File: config.mk
export PLATFORM = sky130hd
export DESIGN_NAME = spi_tx_serializer_flat
export DESIGN_NICKNAME = d
export VERILOG_FILES = /design/src/rtl/spi_tx_serializer_if.sv /design/src/rtl/spi_tx_serializer.sv /design/src/flat_wrapper.sv
export SDC_FILE = /design/constraint.sdc
export NUM_CORES = 1
export LEC_CHECK = 0
export CAP_MARGIN = 20
export CORE_MARGIN = 10
export CORE_UTILIZATION = 53
export CTS_CLUSTER_SIZE = 14
export DETAILED_ROUTE_END_ITERATION = 16
export GPL_ROUTABILITY_DRIVEN = 0
export PLACE_DENSITY_LB_ADDON = 0.15
export SYNTH_ARGS = -nofsm -noshare
export SYNTH_HDL_FRONTEND = slang
export SYNTH_SLANG_ARGS = --single-unit
File: constraint.sdc
create_clock -name clk_i -period 2.5 [get_ports clk_i]
set_input_delay 0.5 -clock clk_i [delete_from_list [all_inputs] [get_ports clk_i]]
set_output_delay 0.5 -clock clk_i [all_outputs]
set_load 0.01 [all_outputs]
File: src/rtl/spi_tx_serializer_if.sv
// Word handshake between the TX control FSM (master) and the SPI serializer (slave).
// Carries the data word, valid/ready pair, end-of-transfer pulse and busy flag.
`timescale 1ns/1ps
interface spi_tx_serializer_if #(
   parameter int DWIDTH = 32
);
   logic [DWIDTH-1:0] tx_data_i;
   logic              tx_vld_i;
   logic              tx_rdy_o;
   logic              tx_eot_o;
   logic              busy_o;

   modport master (
      output tx_data_i, tx_vld_i,
      input  tx_rdy_o, tx_eot_o, busy_o
   );

   modport slave (
      input  tx_data_i, tx_vld_i,
      output tx_rdy_o, tx_eot_o, busy_o
   );
endinterface

File: src/rtl/spi_tx_serializer.sv
// SPI TX PHY: serialises one word MSB-first with programmable CPOL/CPHA, SCLK divider and length.
// eot at T+1+(2*len+2)*(div+1) after handshake T; tx_rdy_o low from handshake until the cycle after eot.
`timescale 1ns/1ps
module spi_tx_serializer #(
   parameter int DWIDTH = 32,
   parameter int DIV_W  = 8,
   parameter int LEN_W  = 6
) (
   input  logic               clk_i,
   input  logic               rstn_i,
   input  logic               cpol_i,
   input  logic               cpha_i,
   input  logic [DIV_W-1:0]   clk_div_i,
   input  logic [LEN_W-1:0]   len_i,
   spi_tx_serializer_if.slave tx,
   output logic               sdo_o,
   output logic               sclk_o,
   output logic               cs_n_o
);

   localparam logic [2:0] IDLE  = 3'd0;
   localparam logic [2:0] LEAD  = 3'd1;
   localparam logic [2:0] SHIFT = 3'd2;
   localparam logic [2:0] TRAIL = 3'd3;
   localparam logic [2:0] DONE  = 3'd4;

   localparam logic [LEN_W-1:0] DW_LEN = LEN_W'(DWIDTH);

   logic [2:0]        state;
   logic [DWIDTH-1:0] shreg;
   logic [DIV_W-1:0]  div_q;
   logic [DIV_W-1:0]  div_cnt;
   logic [LEN_W:0]    edge_cnt;
   logic [LEN_W:0]    edge_last;
   logic              cpol_q;
   logic              cpha_q;

   logic [LEN_W-1:0]  len_eff;
   logic [LEN_W-1:0]  sh_amt;
   logic [DWIDTH-1:0] aligned;
   logic              tick;
   logic              hs;
   logic              shift_now;

   always_comb begin
      len_eff = len_i;
      if (len_i == '0 || len_i > DW_LEN) begin
         len_eff = DW_LEN;
      end
   end

   // Left-justify the word so bit len-1 sits at the MSB; higher bits fall off.
   assign sh_amt  = DW_LEN - len_eff;
   assign aligned = tx.tx_data_i << sh_amt;

   assign tick = (div_cnt == div_q);
   assign hs   = tx.tx_vld_i && tx.tx_rdy_o;

   // edge_cnt holds the index of the edge about to be produced; even indices are leading edges.
   // CPHA=0 changes data on trailing edges except the last, CPHA=1 on every leading edge.
   always_comb begin
      shift_now = 1'b0;
      if (cpha_q) begin
         shift_now = ~edge_cnt[0];
      end else begin
         shift_now = edge_cnt[0] && (edge_cnt != edge_last - 1'b1);
      end
   end

   always_ff @(posedge clk_i or negedge rstn_i) begin
      if (!rstn_i) begin
         state       <= IDLE;
         tx.tx_rdy_o <= 1'b0;
         tx.tx_eot_o <= 1'b0;
         tx.busy_o   <= 1'b0;
         sdo_o       <= 1'b0;
         sclk_o      <= 1'b0;
         cs_n_o      <= 1'b1;
         shreg       <= '0;
         div_q       <= '0;
         div_cnt     <= '0;
         edge_cnt    <= '0;
         edge_last   <= '0;
         cpol_q      <= 1'b0;
         cpha_q      <= 1'b0;
      end else begin
         tx.tx_eot_o <= 1'b0;
         case (state)
            IDLE: begin
               tx.tx_rdy_o <= 1'b1;
               sclk_o      <= cpol_i;
               div_cnt     <= '0;
               if (hs) begin
                  state       <= LEAD;
                  tx.tx_rdy_o <= 1'b0;
                  tx.busy_o   <= 1'b1;
                  cs_n_o      <= 1'b0;
                  cpol_q      <= cpol_i;
                  cpha_q      <= cpha_i;
                  div_q       <= clk_div_i;
                  edge_last   <= {len_eff, 1'b0};
                  edge_cnt    <= '0;
                  // CPHA=0 presents the first bit now, so the register starts one bit ahead.
                  if (cpha_i) begin
                     shreg <= aligned;
                     sdo_o <= 1'b0;
                  end else begin
                     shreg <= aligned << 1;
                     sdo_o <= aligned[DWIDTH-1];
                  end
               end
            end

            LEAD: begin
               if (tick) begin
                  state    <= SHIFT;
                  div_cnt  <= '0;
                  sclk_o   <= ~sclk_o;
                  edge_cnt <= {{LEN_W{1'b0}}, 1'b1};
                  if (cpha_q) begin
                     sdo_o <= shreg[DWIDTH-1];
                     shreg <= shreg << 1;
                  end
               end else begin
                  div_cnt <= div_cnt + 1'b1;
               end
            end

            SHIFT: begin
               if (tick) begin
                  div_cnt <= '0;
                  if (edge_cnt == edge_last) begin
                     state  <= TRAIL;
                     sclk_o <= cpol_q;
                  end else begin
                     sclk_o   <= ~sclk_o;
                     edge_cnt <= edge_cnt + 1'b1;
                     if (shift_now) begin
                        sdo_o <= shreg[DWIDTH-1];
                        shreg <= shreg << 1;
                     end
                  end
               end else begin
                  div_cnt <= div_cnt + 1'b1;
               end
            end

            TRAIL: begin
               if (tick) begin
                  state       <= DONE;
                  div_cnt     <= '0;
                  cs_n_o      <= 1'b1;
                  tx.tx_eot_o <= 1'b1;
                  tx.busy_o   <= 1'b0;
                  sdo_o       <= 1'b0;
               end else begin
                  div_cnt <= div_cnt + 1'b1;
               end
            end

            DONE: begin
               // sclk_o keeps the latched CPOL here; the live cpol_i shows up one IDLE cycle later.
               state       <= IDLE;
               tx.tx_rdy_o <= 1'b1;
               div_cnt     <= '0;
            end

            default: begin
               state <= IDLE;
            end
         endcase
      end
   end

endmodule

File: src/flat_wrapper.sv
// flat-port wrapper written by rule: the top's interface ports become plain ports
module spi_tx_serializer_flat 
#(
   parameter int DWIDTH = 32,
   parameter int DIV_W  = 8,
   parameter int LEN_W  = 6
)
  (clk_i, rstn_i, cpol_i, cpha_i, clk_div_i, len_i, sdo_o, sclk_o, cs_n_o, tx_tx_data_i, tx_tx_vld_i, tx_tx_rdy_o, tx_tx_eot_o, tx_busy_o);
  spi_tx_serializer_if #(.DWIDTH(DWIDTH)) tx_i ();
  input  logic clk_i;
  input  logic rstn_i;
  input  logic cpol_i;
  input  logic cpha_i;
  input  logic [DIV_W-1:0] clk_div_i;
  input  logic [LEN_W-1:0] len_i;
  output logic sdo_o;
  output logic sclk_o;
  output logic cs_n_o;
  input wire logic [$bits(tx_i.tx_data_i)-1:0] tx_tx_data_i;
  input wire logic [$bits(tx_i.tx_vld_i)-1:0] tx_tx_vld_i;
  output wire logic [$bits(tx_i.tx_rdy_o)-1:0] tx_tx_rdy_o;
  output wire logic [$bits(tx_i.tx_eot_o)-1:0] tx_tx_eot_o;
  output wire logic [$bits(tx_i.busy_o)-1:0] tx_busy_o;
  assign tx_i.tx_data_i = tx_tx_data_i;
  assign tx_i.tx_vld_i = tx_tx_vld_i;
  assign tx_tx_rdy_o = tx_i.tx_rdy_o;
  assign tx_tx_eot_o = tx_i.tx_eot_o;
  assign tx_busy_o = tx_i.busy_o;
  spi_tx_serializer #(.DWIDTH(DWIDTH), .DIV_W(DIV_W), .LEN_W(LEN_W)) u_core (.clk_i(clk_i), .rstn_i(rstn_i), .cpol_i(cpol_i), .cpha_i(cpha_i), .clk_div_i(clk_div_i), .len_i(len_i), .tx(tx_i), .sdo_o(sdo_o), .sclk_o(sclk_o), .cs_n_o(cs_n_o));
endmodule
==> results.yml <==
clock_network:
  hold_buffers: 0
  cts_tree: "built"
  clk_latency_ns: 0.36
  cts-root-buf: "clkbuf_8"
  cts.sinks: 72
  cts_made_buffers: 9
  clk_pin_slew_worst_paths_ns: 0.09
  htree_levels: 3
  cts_max_path_buffers: 2
timing:
  maxSlewHeadroom: 0.6249
  finalHoldViolCount: 0
  fmax_mhz: 404.8
  skew_ns: 0.01448
  setup_viol: 0
  fin_ws_ns: 0.02983
  rsz0062_at_grt: "yes"
  maxSlewViolCount: 0
  period_share: 0.9881
  min_period_ns: 2.470
  worst_slew_pin_slew_ns: 0.5626
placement:
  port-buffer-count: 56
  dp_hpwl_um: 13650
  place_area_um2: 7415
  pre_cts_slack_ns: -0.8903
synthesis:
  syn_area_per_cell_um2: 9.056
  ys_types: 79
  synth_flop_cell: "dfrtp_1"
  yosysMostFrequentCell: "nand2_1"
  synth-seq-cells: 72
  ys_warn_count: 0
  async_reset_ff_frac: 1.000
  synth_area_um2: 5941
  synth_top_area_cell: "dfrtp_1"
  synth_area_leaders: "dfrtp_1, mux4_2, mux2i_1, nand2_1, nor2_1"
  seq_area_frac_synth: 0.3035
  synth_top_area_frac: 0.2991
  synth_nets: 711
  synth_edf_count: 0
  syn_inst: 656
  ys_top_cells_by_count: "nand2_1, dfrtp_1, nor2_1"
detailed_routing:
  drtIter0Drc: 776
  vias: 5980
  vias_per_cell: 6.341
  ant_nets: 0
  dr.pass1.iters: 6
  wl_per_cell_um: 19.29
  drc: 0
  finalWirelength_um: 18200
global_route:
  grt_pass1_wl_um: 30080
  grt_overflow: 0
  grt_max_degree: 46
  grtUsageTotal: 0.2254
  antenna_found_initial: 0
  grt_pass1_vias: 6022
die:
  dieArea_um2: 15840
  core-area_um2: 10890
  die_x_um: 125.9
  rows: 38
  die_height_um: 125.9
  pin_count: 57
  start_util: 0.5456
layout:
  n_antenna_cell: 0
  final_nets: 853
  final_area_um2: 7900
  drive_above_1_share: 0.2802
  area_growth_pct: 32.98
worst_hold_path:
  hold_path.class: "input port to asynchronous set/reset pin"
pwr:
  p_leak_nw: 3.279
  power_density_nw_per_um2: 841.0
  ir_worst_vdd_uv: 545.4
  power_mw: 6.644
setup_path:
  cp-start-kind: "input port"
  required_ns: 2.74
  cp.arrival_ns: 2.71
  worstSetupPathType: "input port to flip-flop"
  critical_path.cell_chain: "buf_2 -> nor2b_4 -> buf_12 -> buf_12 -> buf_4 -> mux4_2 -> mux2i_1 -> mux2i_1 -> a211o_1 -> o211ai_1 -> nand3_1"
  critPathMaxFanout: 14
  cpPeakStageDelay_ns: 0.51
  cpMaxStageDelayCell: "mux4_2"
  crit_path_end_kind: "flip-flop"
run_status:
  status: "complete, no violations"
flow_run:
  max_cap_violations: 0
-- through the flow --
step | std cells | setup TNS [ns] | hold slack, ns | utilization
finish | 943 | 0 | 0.04155 | 0.7256
global route | 943 | -0.04250 | 0.05679 | 0.7256
CTS | 942 | 0 | 0.03950 | 0.7158
detailed placement | 916 | -22.35 | 0.4378 | 0.6810
global placement | 916 | -20.90 | 0.4261 | 0.6810
floorplan | 656 | -10.29 | 0.2044 | -
-- worst max-delay path: cells and delay by family --
kind	cells	cell delay, ns
muxes	3	0.96
buffers and inverters	4	0.59
AOI/OAI and AO/OA	2	0.41
and+or+nand+nor	2	0.26
-- path summary, 6_finish.rpt --
check / startpoint / cells after the start / to / slack, ns
worst min register to register: u_core.shreg[11] / 2 / u_core.shreg[11] / 0.49
max in group asynchronous: rstn_i / 2 / u_core.shreg[7] / 1.87
worst max-delay path: len_i[5] / 11 / u_core.shreg[22] / 0.03
worst min-delay path: rstn_i / 1 / u_core.tx.tx_eot_o / 0.04
worst max register to register: u_core.edge_cnt[5] / 9 / u_core.shreg[20] / 0.16
min in group clk_i: u_core.shreg[11] / 2 / u_core.shreg[11] / 0.49
-- cells in the final DEF (no fill, tap or decap), types with 9 or more instances in the layout --
cell type,instances
xnor2_1,14
nand3_1,17
a31oi_1,9
mux4_2,32
mux2i_1,32
nand2_1,93
buf_4,106
dfrtp_1,71
clkbuf_8,10
a21oi_1,35
nor2_1,61
clkdlybuf4s50_1,51
nor3_1,23
buf_12,10
o21ai_0,36
-- layout make-up --
class / instances / area [um2]
Timing Repair Buffer: 179 / 1642
Tap cell: 140 / 175.2
Clock inverter: 6 / 67.56
Clock buffer: 10 / 137.6
Fill cell: 793 / 2988
Sequential cell: 72 / 1803
Multi-Input combinational cell: 526 / 4038
Inverter: 10 / 37.54
-- what timing repair did --
action                                 in CTS  in global routing
buffers inserted                            9                  1
cloned                                      1                  0
setup endpoints to repair                  31                 32
resized for setup                          28                 19
endpoints found under the hold margin       0                  0
pin swaps                                   6                  7
-- state kept, by name, indices dropped and copies added, names as in the netlist --
register            cells
u_core.sdo_o            1
u_core.div_q            8
u_core.sclk_o           1
u_core.cpol_q           1
u_core.tx.tx_eot_o      1
u_core.edge_last        6
u_core.state            3
u_core.cs_n_o           1
u_core.tx.tx_rdy_o      1
u_core.edge_cnt         7
u_core.cpha_q           1
u_core.div_cnt          8
u_core.shreg           32
u_core.tx.busy_o        1
-- power breakdown --
part | total [mW] | internal (mW) | switching (mW)
Sequential | 2.00 | 1.66 | 0.344
Combinational | 3.67 | 1.72 | 1.95
Clock | 0.973 | 0.491 | 0.482
Total | 6.64 | 3.87 | 2.77
-- cells by family after synthesis --
logic type / count (synthesis) / synth area share
xor+xnor: 25 / 0.03939
compound gates: 174 / 0.2005
simple gates: 245 / 0.1923
buf+inv: 58 / 0.05097
fa+ha+maj: 4 / 0.008425
mux: 78 / 0.2049
flops: 72 / 0.3035
-- layer usage --
layer / vias up / share of wire / GRT usage
li1: 2742 / - / -
met5: - / 0 / 0
met1: 2893 / 0.40 / 0.2789
met3: 58 / 0.073 / 0.03817
met4: 0 / 0.030 / 0.08372
met2: 287 / 0.50 / 0.3858
Note: power is estimated with default switching activity, not from simulation.
